===== config.mk =====
export PLATFORM = sky130hd
export DESIGN_NAME = mem_arbiter
export DESIGN_NICKNAME = d
export VERILOG_FILES = /design/src/rtl/mem_arbiter.sv
export SDC_FILE = /design/constraint.sdc
export NUM_CORES = 1
export LEC_CHECK = 0
export ABC_AREA = 1
export CORE_UTILIZATION = 50
export DETAILED_ROUTE_END_ITERATION = 16
export PLACE_DENSITY = 0.87
export SYNTH_ARGS = -nofsm -noshare
export SYNTH_HDL_FRONTEND = slang
export SYNTH_SLANG_ARGS = --single-unit
export TNS_END_PERCENT = 100

===== constraint.sdc =====
create_clock -name clk -period 6.9 [get_ports clk]
set_clock_uncertainty 0.05 [all_clocks]
set_input_delay 0.69 -clock clk [delete_from_list [all_inputs] [get_ports clk]]
set_output_delay 0.69 -clock clk [all_outputs]
set_load 0.005 [all_outputs]

===== src/rtl/mem_arbiter.sv =====
// Memory arbiter: shares a single-port RAM between instruction fetch (IF) and
// load/store (MEM). MEM has priority, but only for up to MEM_BURST back-to-back
// grants while IF is waiting. Each transaction lasts LAT+1 cycles and is
// followed by one forced idle cycle.
module mem_arbiter #(
  parameter int unsigned LAT       = 2,
  parameter int unsigned MEM_BURST = 2
) (
  input  logic        clk,
  input  logic        reset,
  input  logic        if_req,
  input  logic [15:0] if_adr,
  input  logic        flush,
  input  logic        mem_req,
  input  logic        mem_we,
  input  logic [15:0] mem_adr,
  input  logic [15:0] mem_wdat,
  input  logic [15:0] ram_rdat,
  output logic [15:0] ram_adr,
  output logic [15:0] ram_wdat,
  output logic        ram_we,
  output logic        if_valid,
  output logic [15:0] if_rdat,
  output logic        mem_valid,
  output logic [15:0] mem_rdat,
  output logic        stall_if,
  output logic        stall_mem
);

  typedef enum logic [1:0] {StIdle, StBusy, StDone} state_e;

  localparam logic [3:0] LatInit  = 4'(LAT);
  localparam logic [2:0] BurstMax = 3'(MEM_BURST);

  state_e      state_q, state_d;
  logic [3:0]  lat_cnt_q, lat_cnt_d;
  logic [2:0]  grant_cnt_q, grant_cnt_d;
  logic        owner_mem_q, owner_mem_d;
  // Set once a flush is seen during an IF transaction; kills the pulse.
  logic        flushed_q, flushed_d;
  logic [15:0] ram_adr_q, ram_adr_d;
  logic [15:0] ram_wdat_q, ram_wdat_d;
  logic        ram_we_q, ram_we_d;
  logic [15:0] if_rdat_q, if_rdat_d;
  // Pre-capture fetch data, restored if the flush arrives in the DONE cycle.
  logic [15:0] if_rdat_hold_q, if_rdat_hold_d;
  logic [15:0] mem_rdat_q, mem_rdat_d;

  logic in_done;
  logic if_late_flush;

  // Next-state logic: grant decision, latency countdown, data capture.
  always_comb begin
    state_d        = state_q;
    lat_cnt_d      = lat_cnt_q;
    grant_cnt_d    = grant_cnt_q;
    owner_mem_d    = owner_mem_q;
    flushed_d      = flushed_q;
    ram_adr_d      = ram_adr_q;
    ram_wdat_d     = ram_wdat_q;
    ram_we_d       = 1'b0;
    if_rdat_d      = if_rdat_q;
    if_rdat_hold_d = if_rdat_hold_q;
    mem_rdat_d     = mem_rdat_q;

    // Burst counting only matters while IF is actually waiting.
    if (!if_req) grant_cnt_d = 3'd0;

    unique case (state_q)
      StIdle: begin
        if (mem_req && (grant_cnt_q < BurstMax)) begin
          state_d     = StBusy;
          lat_cnt_d   = LatInit;
          owner_mem_d = 1'b1;
          flushed_d   = 1'b0;
          ram_adr_d   = mem_adr;
          ram_wdat_d  = mem_wdat;
          ram_we_d    = mem_we;
          // Saturation is implicit: no MEM grant happens once at the limit.
          if (if_req) grant_cnt_d = grant_cnt_q + 3'd1;
        end else if (if_req && !flush) begin
          state_d     = StBusy;
          lat_cnt_d   = LatInit;
          owner_mem_d = 1'b0;
          flushed_d   = 1'b0;
          ram_adr_d   = if_adr;
          ram_wdat_d  = 16'h0000;
          grant_cnt_d = 3'd0;
        end
      end
      StBusy: begin
        if (!owner_mem_q && flush) flushed_d = 1'b1;
        if (lat_cnt_q == 4'd1) begin
          state_d   = StDone;
          lat_cnt_d = 4'd0;
          if (owner_mem_q) begin
            mem_rdat_d = ram_rdat;
          end else if (!flushed_q && !flush) begin
            if_rdat_hold_d = if_rdat_q;
            if_rdat_d      = ram_rdat;
          end
        end else begin
          lat_cnt_d = lat_cnt_q - 4'd1;
        end
      end
      StDone: begin
        // No request sampling here: guarantees one idle cycle between grants.
        state_d = StIdle;
        if (if_late_flush) if_rdat_d = if_rdat_hold_q;
      end
      default: state_d = StIdle;
    endcase
  end

  // State and datapath registers with asynchronous reset.
  always_ff @(posedge clk or posedge reset) begin
    if (reset) begin
      state_q        <= StIdle;
      lat_cnt_q      <= 4'd0;
      grant_cnt_q    <= 3'd0;
      owner_mem_q    <= 1'b0;
      flushed_q      <= 1'b0;
      ram_adr_q      <= 16'h0000;
      ram_wdat_q     <= 16'h0000;
      ram_we_q       <= 1'b0;
      if_rdat_q      <= 16'h0000;
      if_rdat_hold_q <= 16'h0000;
      mem_rdat_q     <= 16'h0000;
    end else begin
      state_q        <= state_d;
      lat_cnt_q      <= lat_cnt_d;
      grant_cnt_q    <= grant_cnt_d;
      owner_mem_q    <= owner_mem_d;
      flushed_q      <= flushed_d;
      ram_adr_q      <= ram_adr_d;
      ram_wdat_q     <= ram_wdat_d;
      ram_we_q       <= ram_we_d;
      if_rdat_q      <= if_rdat_d;
      if_rdat_hold_q <= if_rdat_hold_d;
      mem_rdat_q     <= mem_rdat_d;
    end
  end

  // Output decode: completion pulses, flush masking and stalls.
  always_comb begin
    in_done       = (state_q == StDone);
    if_late_flush = in_done && !owner_mem_q && !flushed_q && flush;
    if_valid      = in_done && !owner_mem_q && !flushed_q && !flush;
    mem_valid     = in_done && owner_mem_q;
    if_rdat       = if_late_flush ? if_rdat_hold_q : if_rdat_q;
    mem_rdat      = mem_rdat_q;
    ram_adr       = ram_adr_q;
    ram_wdat      = ram_wdat_q;
    ram_we        = ram_we_q;
    stall_if      = if_req && !if_valid;
    stall_mem     = mem_req && !mem_valid;
  end

endmodule

==> impl_metrics.csv <==
group,metric,value,unit
final_layout,antenna_cells,0,
die,ioPinCount,139,
worst_hold_path,hp-start,"ram_wdat[4]$_DFFE_PP0P_",
cts,clock_sinks,92,
placement,portBuffers,138,
route,dr.pass1.iters,5,
route,drt-initial-drc-count,261,
die,core_area,0.00838,mm²
logic_synthesis,postSynth.asyncResetShare,100,%
grt,grt_max_degree,93,
cts,path_clk_slew,0.09,ns
timing,final_hold_viol_count,0,
grt,gr-usage-all-layers,27.5,%
setup_path,worstReg2RegStart,"state_q[1]$_DFFE_PP0P_",
route,wl,12100,µm
timing,fin_ws,3.10,ns
logic_synthesis,ys.flop_type,"dfrtp_1",
die,die_h,96.0,µm
placement,place_inst,800,
timing,relSlewSlack,23.8,%
final_layout,nNetsFinal,779,
die,die_area,0.00922,mm²
grt,grt_pass1_wl,19100,µm
logic_synthesis,synth_cell_types,25,
setup_path,crit_required,6.16,ns
setup_path,regToRegEndpoint,"if_rdat_q[3]$_DFFE_PP0P_",
placement,gp_congestion,0.852,
cts,clock_path_buffers,2,
route,wl_per_cell,14.8,µm
logic_synthesis,syn_inst,583,
logic_synthesis,ys_seq_elements,92,
grt,antenna_found_initial,0,
route,via_count,4256,
setup_path,crit_path_end_kind,"output port",
setup_path,arrival,3.06,ns
final_layout,area_delta_synth_final,35.3,%
timing,rsz0062_at_grt,"false",
power_and_ir_drop,irDropWorstVdd,0.000209,V
placement,dp_worst_setup_slack,3.17,ns
timing,drv_slew,0,
timing,worst_slew_pin_slew,1.14,ns
logic_synthesis,synth_nets,656,
logic_synthesis,synth_area_leaders,"dfrtp_1 (52%), nand2_1 (24%), nand3_1 (4.4%)",
cts,clkLatencyLatePin,0.35,ns
setup_path,critPathLaunchType,"input pin",
logic_synthesis,yosysTopAreaCell,"dfrtp_1",
final_layout,drive_above_1_share,4.50,%
route,vias_per_cell,5.22,
cts,cts_max_level,3,
worst_hold_path,worstHoldPathType,"flip-flop to flip-flop",
grt,grt_overflow_total,0,
logic_synthesis,synth_top_area_share,52.1,%
timing,period_share,55.1,%
flow_run,cap_violations,0,
logic_synthesis,avgSynthCellArea,7.58,µm²
logic_synthesis,yosysWarnings,0,
worst_hold_path,min_to,"ram_wdat[4]$_DFFE_PP0P_",
placement,placed_area,0.00580,mm²
worst_hold_path,holdPathStages,2,
logic_synthesis,synth_most_common_cell,"nand2_1",
cts,cts_made_buffers,9,
die,fp.dieW,96.0,µm
logic_synthesis,synth_seq_area_share,52.1,%
final_layout,final_area,0.00598,mm²
route,drcViolationCount,0,
logic_synthesis,syn_area,0.00442,mm²
placement,dpl.hpwl,8610,µm
cts,hold_buffers,0,
timing,min_period,3.80,ns
cts,cts_tree,"done",
setup_path,reg2reg_slack,4.35,ns
setup_path,crit_type,"input pin to output port",
die,num_rows,33,
grt,grt_pass1_vias,3923,
cts,cts-root-buf,"clkbuf_8",
power_and_ir_drop,powerDensity,372,mW/mm²
cts,post_cts_buffers,0,
route,ant_nets,0,
status,outcome,"finished, final reports clean",
power_and_ir_drop,leakage,3.06,nW
die,floorplan.initialDensity,52.8,%
final_layout,final_cells,816,
setup_path,worstRegToRegCells,7,
timing,setup_viol,0,
logic_synthesis,yosys-top-cells-count,"nand2_1 (279), dfrtp_1 (92), nor2_1 (40)",
timing,clock.fmax,263,MHz
cts,cts_resized,0,
timing,setup_tns,0,ns
setup_path,path_max_fanout,22,
logic_synthesis,synth_edf_count,0,
-- kinds of logic (layout without fill, tap and decap cells) --
family,after synthesis,count (layout),synth area share (%)
AND/OR/NAND/NOR,387,387,36.2
flip-flops,92,92,52.1
buffers and inverters,60,188,6.11
AO/OA/AOI/OAI,40,40,4.58
adder cells (fa/ha/maj),3,3,0.849
XOR/XNOR,1,1,0.198
-- flip-flops by register name, summed over array words and instances (netlist names) --
signal          flops
lat_cnt_q           4
owner_mem_q         1
mem_rdat           16
flushed_q           1
state_q             2
if_rdat_hold_q     16
grant_cnt_q         3
ram_adr            16
if_rdat_q          16
ram_we              1
ram_wdat           16
-- layer usage --
layer  track usage, %  vias up  part of all wire, %
met3             3.48       20                  5.0
met4             9.45        0                  1.8
li1                 -     2086                    -
met5                0        -                    0
met2             46.7      145                   50
met1             36.3     2005                   43
-- area by class of cell --
class	count	area, µm²
clock inverters	6	50.0
multi-input cells	431	1850
well taps	105	131
flip-flops and latches	92	2300
clock buffers	10	128
fillers	656	2400
repair buffers	141	1400
inverters	31	118
-- how the worst max path moves through the flow --
stage | start | cells after the start | end | slack (ns)
2_1_floorplan | reset | 1 | flushed_q$_DFFE_PP0P_ | 3.77
3_3_place_gp | flush | 5 | if_rdat[4] | 3.29
3_5_place_dp | flush | 5 | if_rdat[5] | 3.17
4_1_cts | flush | 5 | if_rdat[5] | 3.16
5_1_grt | state_q[1]$_DFFE_PP0P_ | 6 | if_rdat[9] | 2.94
6_report | flush | 5 | if_rdat[5] | 3.10
-- worst max-delay path, cell delays in order --
cell and delay (ns):
clkdlybuf4s50_1 1.07, nand3_2 0.52, nand2_1 0.22, nand2_1 0.08, clkdlybuf4s50_1 0.47
-- cell usage in the layout, fill, tap and decap left out --
cell             synthesis  layout
nor2_1                  40      40
nand2_1                279     279
nand2_4                  1       1
nor2_4                   3       3
nand2_2                  2       2
clkinv_1                 2       2
clkbuf_1                 6       1
inv_2                    3       3
nand3_1                 39      39
buf_4                    2       3
inv_1                   26      25
dfrtp_1                 92      92
a21oi_1                  3       3
nor2_2                   1       1
clkbuf_8                 0       9
inv_6                    0       1
nand4_1                 18      18
or2_2                    1       1
a21o_1                   1       1
xor2_1                   1       1
nor3_1                   1       1
clkinvlp_4               0       2
nand3_2                  2       2
clkinv_2                 0       1
o21ai_0                 36      36
ha_1                     3       3
clkinv_4                 0       3
clkdlybuf4s50_1          0     138
-- metrics by stage --
stage | utilization [%] | hold slack [ns] | power (mW)
finish | 71.4 | 0.427 | 2.22
CTS | 71.4 | 0.430 | 2.23
floorplan | - | 0.392 | 1.38
global placement | 69.2 | 0.404 | 1.85
global route | 71.4 | 0.453 | 2.40
detailed placement | 69.2 | 0.409 | 1.90
-- report_power, final --
part           internal [mW]  leakage [nW]  switching, mW
registers              0.754          1.17          0.142
clock network          0.134        0.0831          0.194
logic                  0.497          1.81          0.503
total                   1.39          3.06          0.838
(Power assumes the default switching activity.)
